===== config.mk =====
export PLATFORM = sky130hd
export DESIGN_NAME = multibyte_add_sequencer
export DESIGN_NICKNAME = d
export VERILOG_FILES = /design/src/rtl/multibyte_add_sequencer.sv
export SDC_FILE = /design/constraint.sdc
export NUM_CORES = 1
export LEC_CHECK = 0
export CAP_MARGIN = 20
export CORE_ASPECT_RATIO = 2
export CORE_MARGIN = 8
export CORE_UTILIZATION = 25
export CTS_CLUSTER_DIAMETER = 200
export DETAILED_ROUTE_END_ITERATION = 10
export DONT_BUFFER_PORTS = 1
export MAX_ROUTING_LAYER = met4
export SLEW_MARGIN = 10
export SYNTH_ARGS = -nofsm -noshare
export SYNTH_HDL_FRONTEND = slang
export SYNTH_SLANG_ARGS = --single-unit

===== constraint.sdc =====
create_clock -name clk -period 4.4 [get_ports clk]
set_input_delay 0.88 -clock clk [delete_from_list [all_inputs] [get_ports clk]]
set_output_delay 0.88 -clock clk [all_outputs]
set_load 0.005 [all_outputs]

===== src/rtl/multibyte_add_sequencer.sv =====
// Drives a wide add through a registered 8-bit adder wrapper one byte at a time, LSB first.
// Optional macro SEQ_SUB_MODE_EN adds in_sub, which computes A - B - in_cin.
module multibyte_add_sequencer #(
   parameter int NBYTES    = 4,
   parameter int ADDER_LAT = 2
) (
   input  logic                  clk,
   input  logic                  reset,
   input  logic                  in_valid,
   output logic                  in_ready,
   input  logic [8*NBYTES-1:0]   in_a,
   input  logic [8*NBYTES-1:0]   in_b,
   input  logic                  in_cin,
`ifdef SEQ_SUB_MODE_EN
   input  logic                  in_sub,
`endif
   output logic                  res_valid,
   input  logic                  res_ready,
   output logic [8*NBYTES-1:0]   res_sum,
   output logic                  res_cout,
   output logic                  add_en,
   output logic [7:0]            add_a,
   output logic [7:0]            add_b,
   output logic                  add_cin,
   input  logic [7:0]            add_sum,
   input  logic                  add_cout
);

   localparam int W     = 8 * NBYTES;
   localparam int IDX_W = (NBYTES > 1) ? $clog2(NBYTES) : 1;
   localparam int CNT_W = $clog2(ADDER_LAT + 1);

   localparam logic [IDX_W-1:0] LAST_IDX  = IDX_W'(NBYTES - 1);
   localparam logic [CNT_W-1:0] WAIT_LOAD = CNT_W'((ADDER_LAT > 1) ? ADDER_LAT - 2 : 0);
   localparam logic [W-1:0]     BYTE_MASK = W'(8'hFF);

   typedef enum logic [2:0] {
      S_IDLE,
      S_ISSUE,
      S_WAIT,
      S_CAPT,
      S_DONE
   } state_t;

   state_t             state, state_nxt;
   logic [W-1:0]       op_a, op_a_nxt;
   logic [W-1:0]       op_b, op_b_nxt;
   logic               carry, carry_nxt;
   logic [IDX_W-1:0]   idx, idx_nxt;
   logic [CNT_W-1:0]   wait_cnt, wait_cnt_nxt;
   logic               in_ready_nxt;
   logic               res_valid_nxt;
   logic [W-1:0]       res_sum_nxt;
   logic               res_cout_nxt;
   logic               add_en_nxt;
   logic [7:0]         add_a_nxt;
   logic [7:0]         add_b_nxt;
   logic               add_cin_nxt;

   // Both ports are valid/ready: a transfer happens on a posedge where valid and ready are
   // both high; the sender keeps data stable while valid is high and ready is low.
   always_comb begin
      state_nxt     = state;
      op_a_nxt      = op_a;
      op_b_nxt      = op_b;
      carry_nxt     = carry;
      idx_nxt       = idx;
      wait_cnt_nxt  = wait_cnt;
      in_ready_nxt  = in_ready;
      res_valid_nxt = res_valid;
      res_sum_nxt   = res_sum;
      res_cout_nxt  = res_cout;
      add_en_nxt    = 1'b0;
      add_a_nxt     = add_a;
      add_b_nxt     = add_b;
      add_cin_nxt   = add_cin;

      case (state)
         S_IDLE: begin
            if (in_valid && in_ready) begin
               op_a_nxt = in_a;
`ifdef SEQ_SUB_MODE_EN
               // Subtraction reuses the adder: A + ~B + ~cin.
               op_b_nxt  = in_sub ? ~in_b : in_b;
               carry_nxt = in_sub ? ~in_cin : in_cin;
`else
               op_b_nxt  = in_b;
               carry_nxt = in_cin;
`endif
               idx_nxt      = '0;
               in_ready_nxt = 1'b0;
               state_nxt    = S_ISSUE;
            end
         end
         S_ISSUE: begin
            if (ADDER_LAT > 1) begin
               wait_cnt_nxt = WAIT_LOAD;
               state_nxt    = S_WAIT;
            end else begin
               state_nxt = S_CAPT;
            end
         end
         S_WAIT: begin
            if (wait_cnt == '0) begin
               state_nxt = S_CAPT;
            end else begin
               wait_cnt_nxt = wait_cnt - 1'b1;
            end
         end
         S_CAPT: begin
            res_sum_nxt = (res_sum & ~(BYTE_MASK << {idx, 3'b000}))
                        | (W'(add_sum) << {idx, 3'b000});
            carry_nxt   = add_cout;
            if (idx == LAST_IDX) begin
               res_cout_nxt = add_cout;
               state_nxt    = S_DONE;
            end else begin
               idx_nxt   = idx + 1'b1;
               state_nxt = S_ISSUE;
            end
         end
         S_DONE: begin
            // res_valid is raised one cycle into DONE, so an early res_ready cannot complete it.
            if (!res_valid) begin
               res_valid_nxt = 1'b1;
            end else if (res_ready) begin
               res_valid_nxt = 1'b0;
               in_ready_nxt  = 1'b1;
               state_nxt     = S_IDLE;
            end
         end
         default: begin
            state_nxt = S_IDLE;
         end
      endcase

      // Wrapper inputs are registered, so they are loaded on the edge that enters ISSUE.
      if (state_nxt == S_ISSUE) begin
         add_en_nxt  = 1'b1;
         add_a_nxt   = 8'(op_a_nxt >> {idx_nxt, 3'b000});
         add_b_nxt   = 8'(op_b_nxt >> {idx_nxt, 3'b000});
         add_cin_nxt = carry_nxt;
      end
   end

   always_ff @(posedge clk) begin
      if (reset) begin
         state     <= S_IDLE;
         op_a      <= '0;
         op_b      <= '0;
         carry     <= 1'b0;
         idx       <= '0;
         wait_cnt  <= '0;
         in_ready  <= 1'b1;
         res_valid <= 1'b0;
         res_sum   <= '0;
         res_cout  <= 1'b0;
         add_en    <= 1'b0;
         add_a     <= '0;
         add_b     <= '0;
         add_cin   <= 1'b0;
      end else begin
         state     <= state_nxt;
         op_a      <= op_a_nxt;
         op_b      <= op_b_nxt;
         carry     <= carry_nxt;
         idx       <= idx_nxt;
         wait_cnt  <= wait_cnt_nxt;
         in_ready  <= in_ready_nxt;
         res_valid <= res_valid_nxt;
         res_sum   <= res_sum_nxt;
         res_cout  <= res_cout_nxt;
         add_en    <= add_en_nxt;
         add_a     <= add_a_nxt;
         add_b     <= add_b_nxt;
         add_cin   <= add_cin_nxt;
      end
   end

endmodule


==> reports/results.tsv <==
stage	metric	value	unit
outcome	outcome	complete, no violations	
setup_path	rr_worst_depth	6	
synth	syn_area	0.00428	mm2
cts	tritoncts.num_buffers	9	
min_path	hp-class	flip-flop to flip-flop	
routing	viasPerCell	4.82	
synth	netlist_instances	528	
setup_path	crit_path_frequent_cell	buf_4	
synth	synth_seq_cells	108	
routing	wire_per_inst	17.8	um
sta	fin_tns_setup	0	ns
routing	vias	3420	
global_routing	grt_pass1_wl	19200	um
setup_path	crit_cells	6	
power_and_ir_drop	power.share.switching	27.4	%
die	dieHeight	201	um
sta	setup_viol	0	
setup_path	path_buf_inv	2	
sta	clock_skew	0.0122	ns
setup_path	start_kind	flip-flop	
cts	post_cts_resized	0	
min_path	worstHoldStart	op_a[15]	
power_and_ir_drop	power.leakage	0.00152	uW
cts	cts_sinks	108	
die	die_area	0.0218	mm2
sta	fmax	423	MHz
die	pin_count	131	
synth	yosys_warnings	0	
cells_and_area	drive_gt1_share	7.01	%
placement	place_hpwl	8960	um
min_path	hold_depth	2	
synth	async_flop_share	0	%
setup_path	r2r_setup_slack	2.03	ns
setup_path	crit_fanout	22	
sta	slew_headroom	33.7	%
min_path	holdPathEnd	op_a[15]	
setup_path	reg2reg_from	state[2]	
cts	ctsRootBufferMaster	clkbuf_16	
power_and_ir_drop	peakVddDrop	0.185	mV
global_routing	grt_util_met3	4.49	%
synth	syn_avg_cell_area	8.11	um2
routing	drt_pass1_iterations	5	
setup_path	critPathTopFamily	simple AND/OR/NAND/NOR gates	
cells_and_area	antennaDiodeCount	0	
sta	rsz0062_at_grt	no	
die	fp.dieW	109	um
synth	synth_edf_count	0	
cts	h-tree-depth	3	
die	rows	68	
synth	synth.distinct_cells	38	
global_routing	grtUsageTotal	11.7	%
cts	ctsHoldBuffers	0	
power_and_ir_drop	seqPwrFrac	51.5	%
synth	yosysSeqAreaShare	50.5	%
routing	drc	0	
sta	finalHoldViolations	0	
placement	io_buffers	0	
global_routing	busiest_layer	met2	
cts	clock_latency	0.35	ns
setup_path	crit_required	4.66	ns
sta	tightest_slew	0.989	ns
sta	finalCriticalPeriod	2.37	ns
die	design.core.area	0.0170	mm2
cells_and_area	area_growth	8.35	%
cts	cts_setup_buffers	0	
die	initial_utilization	25.2	%
routing	drt-initial-drc-count	203	
cells_and_area	num-nets-final	573	
global_routing	use_met2	16.6	%
global_routing	met1_usage	14.7	%
cts	max-clock-path-buffers	2	
power_and_ir_drop	internal_power	1570	uW
power_and_ir_drop	clkPwrFrac	37.1	%
power_and_ir_drop	comb_power_share	11.4	%
routing	wirelength	12600	um
global_routing	grt-ovfl-total	0	
power_and_ir_drop	cellPowerDensity	466	mW/mm2
setup_path	r2r_end	add_b[6]	
sta	period_share	53.8	%
synth	syn-num-nets	607	
power_and_ir_drop	p_sw	594	uW
setup_path	crit_type	flip-flop to flip-flop	
global_routing	grt_pass1_vias	3330	
cts	clk_pin_slew_worst_paths	0.08	ns
setup_path	endpoint_kind	flip-flop	
synth	synthFlopType	dfxtp_1	
setup_path	arrival	2.63	ns
sta	slew_viol_final	0	
cts	cts_tree	yes	
global_routing	grt_max_degree	109	
global_routing	antenna_found_initial	0	
cells_and_area	final_util	27.3	%
run	drv_cap	0	
routing	antenna_left	0	
setup_path	path_cells	nand3b_1 -> buf_4 -> or3_1 -> buf_4 -> o22ai_1 -> nor4_1	
setup_path	cp_slowest_cell	or3_1	
placement	gp_routability_congestion	0.708	
setup_path	crit_path_max_incr_delay	0.65	ns
==> stage by stage <==
stage          setup slack (ns)  cells  hold slack (ns)  cell area [um2]  power [uW]
4_1_cts                    2.01    708            0.453             4640        2200
3_3_place_gp               1.89    692            0.438             4340        1380
2_1_floorplan              2.33    528            0.436             4280        1360
5_1_grt                    1.88    709            0.470             4640        2280
6_report                   2.03    709            0.458             4640        2160
3_5_place_dp               1.78    692            0.442             4340        1390
==> how the worst max path moves through the flow <==
stage,to,slack (ns),startpoint
finish,add_b[6],2.03,state[2]
global route,add_b[6],1.88,state[2]
CTS,add_b[6],2.01,state[2]
detailed placement,add_a[7],1.78,in_valid
global placement,add_a[7],1.89,in_valid
floorplan,add_a[1],2.33,in_valid
==> registers in the layout (all words and copies together) (netlist names) <==
register	count
res_sum	32
op_a	24
op_b	24
add_a	8
add_b	8
state	3
idx	2
wait_cnt	2
add_cin	1
add_en	1
in_ready	1
res_cout	1
res_valid	1
==> cell usage in the layout (no fill, tap or decap), types with 3 or more instances in the layout <==
cell type	Yosys	routed
a21oi_1	81	81
a22oi_1	4	4
buf_4	8	4
clkbuf_16	0	9
clkinv_4	0	3
dfxtp_1	108	108
inv_1	4	4
mux2i_1	9	9
nand2_1	151	151
nand2b_1	4	4
nor2_1	41	40
nor3_1	3	3
nor4_1	16	16
o22a_1	16	16
o22ai_1	9	9
o22ai_2	7	7
==> per-layer routing <==
layer | share of wire [%] | vias to the layer above
met1 | 45 | 1589
met3 | 9.4 | 15
met4 | 1.8 | 0
met2 | 44 | 115
li1 | - | 1701
met5 | 0 | -
==> tightest hold or removal path, delay by kind of cell (launching register included) <==
| kind | cells | cell delay [ns] |
|---|---|---|
| simple gates | 1 | 0.05 |
| compound gates | 1 | 0.05 |
| flops | 1 | 0.31 |
==> final cells by class <==
type | count | area, um2
repair buffers | 5 | 35.0
inverters | 4 | 15.0
multi-input cells | 366 | 1870
clock inverters | 5 | 43.8
fillers | 1857 | 12400
clock buffers | 11 | 253
well taps | 210 | 263
flip-flops and latches | 108 | 2160
==> power groups by stage <==
stage	clock network (uW)	logic, uW	registers [uW]
after global routing	868	279	1130
after detailed placement	0	249	1140
after global placement	0	241	1140
after floorplan	0	244	1110
final	803	246	1120
after CTS	837	249	1120
==> cells by family (layout without fill, tap and decap cells) <==
group / count (synthesis) / in the layout / synth area share (%)
buffers and inverters: 54 / 25 / 6.31
AOI/OAI and AO/OA: 126 / 126 / 18.3
xor gates and xnor gates: 1 / 1 / 0.204
adders and majority gates: 1 / 1 / 0.292
DFF: 108 / 108 / 50.5
and+or+nand+nor: 229 / 229 / 22.4
muxes: 9 / 9 / 2.10
==> Yosys cell counts (7+ instances only) <==
cell      number  share of area [%]
a21oi_1       81                9.5
buf_2         18                2.1
buf_4          8                1.4
clkbuf_1      22                1.9
dfxtp_1      108                 50
mux2i_1        9                2.1
nand2_1      151                 13
nor2_1        41                3.6
nor4_1        16                2.3
o22a_1        16                3.3
o22ai_1        9                1.3
o22ai_2        7                2.0
Power figures use the tool's default switching activity.
